**config.mk**
```make
export PLATFORM = sky130hd
export DESIGN_NAME = pixel_preproc_stage
export DESIGN_NICKNAME = d
export VERILOG_FILES = /design/src/rtl/pixel_preproc_stage.sv
export SDC_FILE = /design/constraint.sdc
export NUM_CORES = 1
export LEC_CHECK = 0
export CAP_MARGIN = 20
export CORE_UTILIZATION = 31
export CTS_CLUSTER_SIZE = 25
export DETAILED_ROUTE_END_ITERATION = 7
export GPL_TIMING_DRIVEN = 0
export PLACE_DENSITY_LB_ADDON = 0.1
export SLEW_MARGIN = 30
export SYNTH_ARGS = -nofsm -noshare
export SYNTH_HDL_FRONTEND = slang
export SYNTH_SLANG_ARGS = --single-unit
```
**constraint.sdc**
```tcl
create_clock -name clk -period 8.1 [get_ports clk]
set_clock_uncertainty 0.05 [all_clocks]
set_input_delay 1.62 -clock clk [delete_from_list [all_inputs] [get_ports clk]]
set_output_delay 1.62 -clock clk [all_outputs]
set_load 0.01 [all_outputs]
```
**src/rtl/pixel_preproc_stage.sv**
```systemverilog
// Pixel pre-processing stage: RGB channel expansion, gray/luma/binary conversion on a
// 2-deep valid/ready pipeline, frame counter and a frame-level detection debouncer.
module pixel_preproc_stage #(
    parameter int CW         = 4,
    parameter int ON_FRAMES  = 3,
    parameter int OFF_FRAMES = 5,
    parameter int FCNT_W     = 16
) (
    input  logic              clk,
    input  logic              rst_n,
    input  logic [1:0]        mode_sel,
    input  logic [7:0]        thresh,
    input  logic              x_valid,
    output logic              x_ready,
    input  logic [3*CW-1:0]   x_data,
    input  logic              x_sop,
    input  logic              x_eop,
    output logic              y_valid,
    input  logic              y_ready,
    output logic [3*CW-1:0]   y_data,
    output logic [7:0]        y_gray,
    output logic              y_sop,
    output logic              y_eop,
    input  logic              det_in,
    input  logic              det_valid,
    output logic              stop_flag,
    output logic [FCNT_W-1:0] frame_count
);
    localparam int CMAX  = (ON_FRAMES > OFF_FRAMES) ? ON_FRAMES : OFF_FRAMES;
    localparam int CNT_W = $clog2(CMAX + 1);

    // MSB replication: the top CW bits of the result equal the original channel.
    function automatic logic [7:0] expand(input logic [CW-1:0] c);
        return 8'({c, c} >> (2*CW - 8));
    endfunction

    logic       en, accept;
    logic [1:0] mode_act, beat_mode;

    assign en        = ~y_valid | y_ready;
    assign x_ready   = en;
    assign accept    = x_valid & en;
    assign beat_mode = (accept && x_sop) ? mode_sel : mode_act;

    always_ff @(posedge clk or negedge rst_n) begin
        if (!rst_n)
            mode_act <= 2'd0;
        else if (accept && x_sop)
            mode_act <= mode_sel;
    end

    // Stage 1: expanded channels plus the mode/threshold that travel with the beat.
    logic       s1_valid, s1_sop, s1_eop;
    logic [7:0] s1_r, s1_g, s1_b, s1_thresh;
    logic [1:0] s1_mode;

    always_ff @(posedge clk or negedge rst_n) begin
        if (!rst_n) begin
            s1_valid  <= 1'b0;
            s1_sop    <= 1'b0;
            s1_eop    <= 1'b0;
            s1_r      <= 8'd0;
            s1_g      <= 8'd0;
            s1_b      <= 8'd0;
            s1_thresh <= 8'd0;
            s1_mode   <= 2'd0;
        end else if (en) begin
            s1_valid  <= x_valid;
            s1_sop    <= x_sop;
            s1_eop    <= x_eop;
            s1_r      <= expand(x_data[3*CW-1:2*CW]);
            s1_g      <= expand(x_data[2*CW-1:CW]);
            s1_b      <= expand(x_data[CW-1:0]);
            s1_thresh <= thresh;
            s1_mode   <= beat_mode;
        end
    end

    // Stage 2 combinational conversion
    logic [9:0]      sum10;
    logic [17:0]     luma18;
    logic [7:0]      avg, luma, g_sel, out_gray;
    logic [3*CW-1:0] out_data;

    assign sum10  = {2'b00, s1_r} + {2'b00, s1_g} + {2'b00, s1_b};
    assign avg    = 8'(sum10 / 10'd3);
    assign luma18 = 18'd77 * 18'(s1_r) + 18'd150 * 18'(s1_g) + 18'd29 * 18'(s1_b);
    assign luma   = 8'(luma18 >> 8);

    always_comb begin
        g_sel    = avg;
        out_gray = avg;
        out_data = {s1_r[7:8-CW], s1_g[7:8-CW], s1_b[7:8-CW]};
        case (s1_mode)
            2'd1:    g_sel = avg;
            2'd2:    g_sel = luma;
            2'd3:    g_sel = (luma >= s1_thresh) ? 8'hFF : 8'h00;
            default: g_sel = avg;
        endcase
        if (s1_mode != 2'd0) begin
            out_gray = g_sel;
            out_data = {3{g_sel[7:8-CW]}};
        end
    end

    always_ff @(posedge clk or negedge rst_n) begin
        if (!rst_n) begin
            y_valid <= 1'b0;
            y_data  <= '0;
            y_gray  <= 8'd0;
            y_sop   <= 1'b0;
            y_eop   <= 1'b0;
        end else if (en) begin
            y_valid <= s1_valid;
            y_data  <= out_data;
            y_gray  <= out_gray;
            y_sop   <= s1_sop;
            y_eop   <= s1_eop;
        end
    end

    always_ff @(posedge clk or negedge rst_n) begin
        if (!rst_n)
            frame_count <= '0;
        else if (y_valid && y_ready && y_eop)
            frame_count <= frame_count + FCNT_W'(1);
    end

    // Detection debouncer: hysteresis counted in frames, advanced only on det_valid.
    typedef enum logic [1:0] {CLEAR, ARMING, STOP, RELEASING} dstate_t;
    dstate_t    state_q, state_d;
    logic [CNT_W-1:0] cnt_q, cnt_d, cnt_inc;

    assign cnt_inc = cnt_q + CNT_W'(1);

    always_ff @(posedge clk or negedge rst_n) begin
        if (!rst_n) begin
            state_q   <= CLEAR;
            cnt_q     <= '0;
            stop_flag <= 1'b0;
        end else begin
            state_q   <= state_d;
            cnt_q     <= cnt_d;
            stop_flag <= (state_d == STOP) || (state_d == RELEASING);
        end
    end

    always_comb begin
        state_d = state_q;
        cnt_d   = cnt_q;
        if (det_valid) begin
            case (state_q)
                CLEAR: if (det_in) begin
                    if (ON_FRAMES == 1) begin
                        state_d = STOP;
                        cnt_d   = '0;
                    end else begin
                        state_d = ARMING;
                        cnt_d   = CNT_W'(1);
                    end
                end
                ARMING: begin
                    if (!det_in) begin
                        state_d = CLEAR;
                        cnt_d   = '0;
                    end else if (cnt_inc == CNT_W'(ON_FRAMES)) begin
                        state_d = STOP;
                        cnt_d   = '0;
                    end else begin
                        cnt_d   = cnt_inc;
                    end
                end
                STOP: if (!det_in) begin
                    if (OFF_FRAMES == 1) begin
                        state_d = CLEAR;
                        cnt_d   = '0;
                    end else begin
                        state_d = RELEASING;
                        cnt_d   = CNT_W'(1);
                    end
                end
                RELEASING: begin
                    if (det_in) begin
                        state_d = STOP;
                        cnt_d   = '0;
                    end else if (cnt_inc == CNT_W'(OFF_FRAMES)) begin
                        state_d = CLEAR;
                        cnt_d   = '0;
                    end else begin
                        cnt_d   = cnt_inc;
                    end
                end
                default: begin
                    state_d = CLEAR;
                    cnt_d   = '0;
                end
            endcase
        end
    end

endmodule
```
# --- Yosys cells after proc, flatten, opt, wreduce, memory -nomap -nowiden ---
# Cells that the tools add are included.
classes:
  add_sub_neg: 6
  mul: 3
  div_mod_pow: 1
  order_cmp: 1
  n_eq_ne: 11
  n_mux: 20
  n_bitwise: 3
  n_reduce_logical: 7
ops:
  columns: ["cell", "count"]
  rows:
  - ["$mul 7x8->15 const A", 2]
  - ["$mux 3", 6]
  - ["$add 15x16->16", 1]
  - ["$add 16x1->16 const B", 1]
  - ["$add 16x13->16", 1]
  - ["$mux 2", 8]
  - ["$mux 8", 2]
  - ["$pmux 8 s2", 1]
  - ["$mul 5x8->13 const A", 1]
  - ["$eq 2x2->1 const B", 6]
  - ["$mux 12", 1]
  - ["$pmux 3 s4", 1]
  - ["$add 9x8->10", 1]
  - ["$div 10x2->10 const B", 1]
  - ["$add 8x8->9", 1]
  - ["$ge 8x8->1", 1]
  - ["$pmux 2 s4", 1]
  - ["$ne 2x2->1 const B", 2]
  - ["$add 3x1->3 const B", 1]
  - ["$eq 3x2->1 const B", 1]
  - ["$eq 3x3->1 const B", 1]
  - ["$logic_and 1x1->1", 3]
  - ["$reduce_and 3->1", 1]
  - ["$eq 2x1->1 const B", 1]
  - ["6 further kinds", 6]
totals:
  ff_bits: 84
  input_bits: 30
  out_inout_bits: 41

# --- Longest topological paths before layout ---
depth:
  depth_word: 8
  mapped_depth: 33
  mapped_depth_nobuf: 32

# --- Worst setup path after synthesis ---
# No wires, ideal clock.
synth_path:
  kind: "flip-flop to flip-flop"
  from: "reg s1_g[4]"
  to: "reg y_data[9]"
  arrival_time_ps: 7406
  path_slack_ps: 508
  path_stages_with_launch: 32
  n_path_buf: 1
  path_cell_list: "dfrtp_1 ha_1 ha_1 inv_1 fa_1 fa_1 inv_1 ha_1 o21ai_0 nor2b_1 xnor2_1 ha_1 inv_1 fa_1 fa_1 inv_1 fa_1 ha_1 a21oi_1 o21ai_0 a211oi_1 o21ai_0 nand2_1 xnor2_1 ha_1 or2_2 a21oi_1 a21oi_1 and2_1 clkbuf_1 o22ai_1 a31oi_1"
synth_via:
  elab_chain_cells: 7
  word_cells_on_any_way: 10
  classes_between: "add/sub: 4; mul: 1; div: 1; order compare: 1; mux: 3"
synth_rtl:
  columns: ["item", "line_no", "source"]
  rows:
  - ["from (decl)", "54", "logic [7:0] s1_r, s1_g, s1_b, s1_thresh;"]
  - ["from (signal assigned)", "72", "s1_g <= expand(x_data[2*CW-1:CW]);"]
  - ["parallel branches: the longest is 5 deep, another holds $add 9x8->10", null, null]
  - ["$pmux 8 s2 (*)", "94", "case (s1_mode)"]
  - ["$mux 12 (*)", "100", "if (s1_mode != 2'd0) begin"]
  - ["to (signal assigned)", "115", "y_data <= out_data;"]
  - ["to (decl)", "20", "output logic [3*CW-1:0] y_data,"]
# Mark *: on every way between the ends.
# A chain may end at the register's enable or synchronous reset.

# --- Final worst setup path ---
layout_path:
  from: "reg s1_g[5]"
  to: "reg y_gray[0]"
layout_via:
  elab_chain_cells: 7
  word_cells_on_any_way: 10
  classes_between: "add/sub: 4; mul: 1; div: 1; order compare: 1; mux: 3"
layout_rtl:
  columns: ["item", "line_no", "source"]
  rows:
  - ["parallel branches: the longest is 6 deep, another holds $add 9x8->10", null, null]
  - ["$mux 8 (*)", "100", null]
  - ["to (signal assigned)", "116", "y_gray <= out_gray;"]
  - ["to (decl)", "21", "output logic [7:0] y_gray,"]
# Marked as above.

==> summary.txt <==
Status
  – Status: finished clean

STA
  – Relative slew slack: between 40% and 50%
  – Pins Over Slew Limit: 0
  – Setup violators final: 0
  – Tcrit/Tclk final: 95.0%
  – Fmax: about 130 MHz
  – Min cycle time layout: between 7000 and 8000 ps
  – Worst Max-Slew Pin Slew: around 760 ps
  – Final Hold Fails: 0
  – Total negative slack: 0 ps

Synth
  – Ys flop type: dfrtp_1
  – Synth warn: 0
  – Avg Cell Area, Syn: roughly 9.0 um^2
  – Sequential fraction of the synthesis area: about a quarter
  – Post-synth cell types: 85
  – Synthesized cell area: roughly 0.0076 mm^2
  – EDFF count, synth: 0
  – #FFs+latches synth: 72
  – Async S/R FF share, synth: 100%
  – Synthesized Nets: roughly 1000
  – Cells after synthesis: 839

Layout
  – Final Instance Area: a little over 0.009 mm^2
  – # fillers: about 2500
  – Layout cells sized above 1: 9.23%
  – Non-filler cells, final: around 1300
  – # diodes: 0
  – # nets final: 1107
  – Final core utilization: 38.6%
  – Syn-to-layout area delta: 21.0%

CTS
  – Clock Path Buffers: 2
  – CTS tree: done
  – Clk_lat worst skew: 340 ps
  – Hold-fix buffer count after cts: 0
  – Clock sinks: 72
  – Num CTS Buffers: 9
  – CTS clock-pin slew for the worst setup and hold paths: around 60 ps
  – Clock root cell: clkbuf_16
  – H-tree Lvls: 3

Worst setup path
  – CP dominant cell by count: ha_1
  – CP Class: reg -> reg
  – CP max stage cell: fa_1
  – CP arrival: slightly below 8000 ps
  – Worst path required time: a little over 8000 ps
  – CP endpoint kind: flip-flop
  – Worst setup SP type: flip-flop
  – CP Max Fanout: 6
  – Crit path largest cell delay: 580 ps
  – Reg-to-reg slack, setup: 410 ps

Floorplanning
  – Placement Rows: 56
  – Total die area: 0.0250 mm^2
  – Core ar.: between 0.02 and 0.025 mm^2
  – Starting density of the core: between 30% and 40%
  – Die W: 158 um
  – Die Y: 158 um
  – Count of boundary I/O pins: between 70 and 80

Detailed routing
  – Routed vias/inst: 4.82
  – Detailed-route via count: roughly 6000
  – Routed Antenna Nets: 0
  – WL final: approximately 21000 um
  – WL/cell: around 17 um
  – DR iter-0 viols: between 300 and 400
  – Drt first pass iters: 5
  – DR DRC count: 0

Global route
  – Congestion Overflow GR: 0
  – Total Routing Usage GR: around 18%
  – Vias in the first global route: a little over 6000
  – First-pass GRT wire length: around 34000 um
  – Initial antenna violation count: 0
  – Largest net degree at the start of global routing: 44

Place
  – GP Congestion: ~0.77
  – # placed instances: between 1000 and 1500
  – HPWL Detailed: roughly 16000 um
  – Port bufs: 70
  – Placed cell area: slightly below 0.009 mm^2

Min path
  – Hold crit path type: reg -> reg

Flow run
  – Max-cap viol count: 0
## sequential cells by signal, summed over array words and instances, names as in the netlist, 2 cells and up
| register | count |
|---|---|
| s1_mode | 2 |
| s1_g | 4 |
| state_q | 2 |
| y_data | 12 |
| frame_count | 16 |
| mode_act | 2 |
| s1_b | 4 |
| y_gray | 8 |
| s1_r | 4 |
| s1_thresh | 8 |
| cnt_q | 3 |
## cells in the mapped netlist, types with 3 or more instances
master	instances	area, um^2
buf_6	3	33.8
o211ai_1	5	37.5
o21bai_1	4	30.0
a31oi_1	14	87.6
a22o_1	3	26.3
ha_1	93	1160
a221oi_1	4	35.0
nor3_1	16	80.1
inv_1	125	469
mux2_2	3	33.8
nor2b_1	8	50.1
nor2_1	50	188
o21ai_0	49	245
xnor2_1	27	236
and3_1	10	62.6
a211oi_1	4	30.0
a41oi_1	3	26.3
nand4_1	8	50.1
fa_1	57	1140
a21oi_1	37	185
buf_4	3	22.5
clkbuf_1	18	67.6
xor2_1	10	87.6
a211o_1	3	26.3
a2111oi_0	3	26.3
and2_1	6	37.5
or2_2	5	31.3
nand2b_1	7	43.8
o22ai_1	5	31.3
nand3_1	20	100
dfrtp_1	72	1800
or3_1	3	18.8
a21o_1	9	67.6
nand2_1	86	323
## layout make-up
class	instances	area, um^2	share of cell area [%]
multi-input combinational	615	5260	57.5
sequential	72	1810	19.8
timing repair buffer	78	782	8.56
inverter	126	473	5.18
tap	319	399	4.37
clock buffer	12	256	2.81
buffer	25	130	1.42
clock inverter	4	28.8	0.315
## critical path, delay by kind of cell, from the launching register on
kind                     cells  cell delay (ps)
flip-flops                   1              450
buffers and inverters        4              200
AO/OA/AOI/OAI               11             1980
AND/OR/NAND/NOR              4              760
XOR/XNOR                     1              120
adder cells (fa/ha/maj)     11             3990
## layer usage
metal	share of wire, %	GRT usage (%)	vias to the layer above
met5	0	0	-
met1	52	25.4	2869
met2	44	28.6	101
met4	1.4	4.72	0
met3	3.1	1.67	18
li1	-	-	3040
## layout by cell type (no fill, tap or decap), types with 8 or more instances in the layout
master	synthesis	routed
xnor2_1	27	26
nand3_1	20	20
clkbuf_16	0	9
nor2_1	50	50
clkdlybuf4s50_1	0	69
and3_1	10	10
inv_1	125	125
nand2_1	86	86
fa_1	57	57
xor2_1	10	10
nand4_1	8	8
a21oi_1	37	33
clkbuf_1	18	18
ha_1	93	91
buf_4	3	10
nor3_1	16	15
dfrtp_1	72	68
a31oi_1	14	14
o21ai_0	49	44
a21o_1	9	9
## metrics by stage
stage / hold WS, ps / worst slack (ps)
2_1_floorplan: 380 / 508
3_3_place_gp: 396 / -770
3_5_place_dp: 396 / -726
4_1_cts: 410 / 3.45
5_1_grt: 438 / -19.9
6_report: 409 / 408
## logic make-up after synthesis
logic type / Yosys count / synth area share, %
AOI/OAI and AO/OA: 181 / 16.6
DFF: 72 / 23.9
adders and majority gates: 153 / 30.9
muxes: 4 / 0.580
buffers and inverters: 152 / 8.03
and+or+nand+nor: 239 / 15.5
xor gates and xnor gates: 38 / 4.51
## worst paths after layout
| kind | startpoint | to | cells after the start |
|---|---|---|---|
| max | s1_g[5] | y_gray[0] | 31 |
| min | s1_valid | s1_valid | 2 |
| max reg2reg | s1_g[5] | y_gray[0] | 31 |
| min reg2reg | s1_valid | s1_valid | 2 |
| max in group asynchronous | rst_n | s1_g[5] | 2 |
| min in group asynchronous | rst_n | frame_count[5] | 1 |
## what timing repair did
action | 4_1_cts | 5_1_grt
endpoints found under the setup margin | 20 | 20
gates resized for setup | 11 | 20
pin swaps | 1 | 3
endpoints found under the hold margin | 0 | 0
buffers inserted | 0 | 7
cloned | 0 | 0
Power is left out: the tool's default activity adds up to more than one toggle a clock period on the data nets, which glitch-free logic cannot reach.
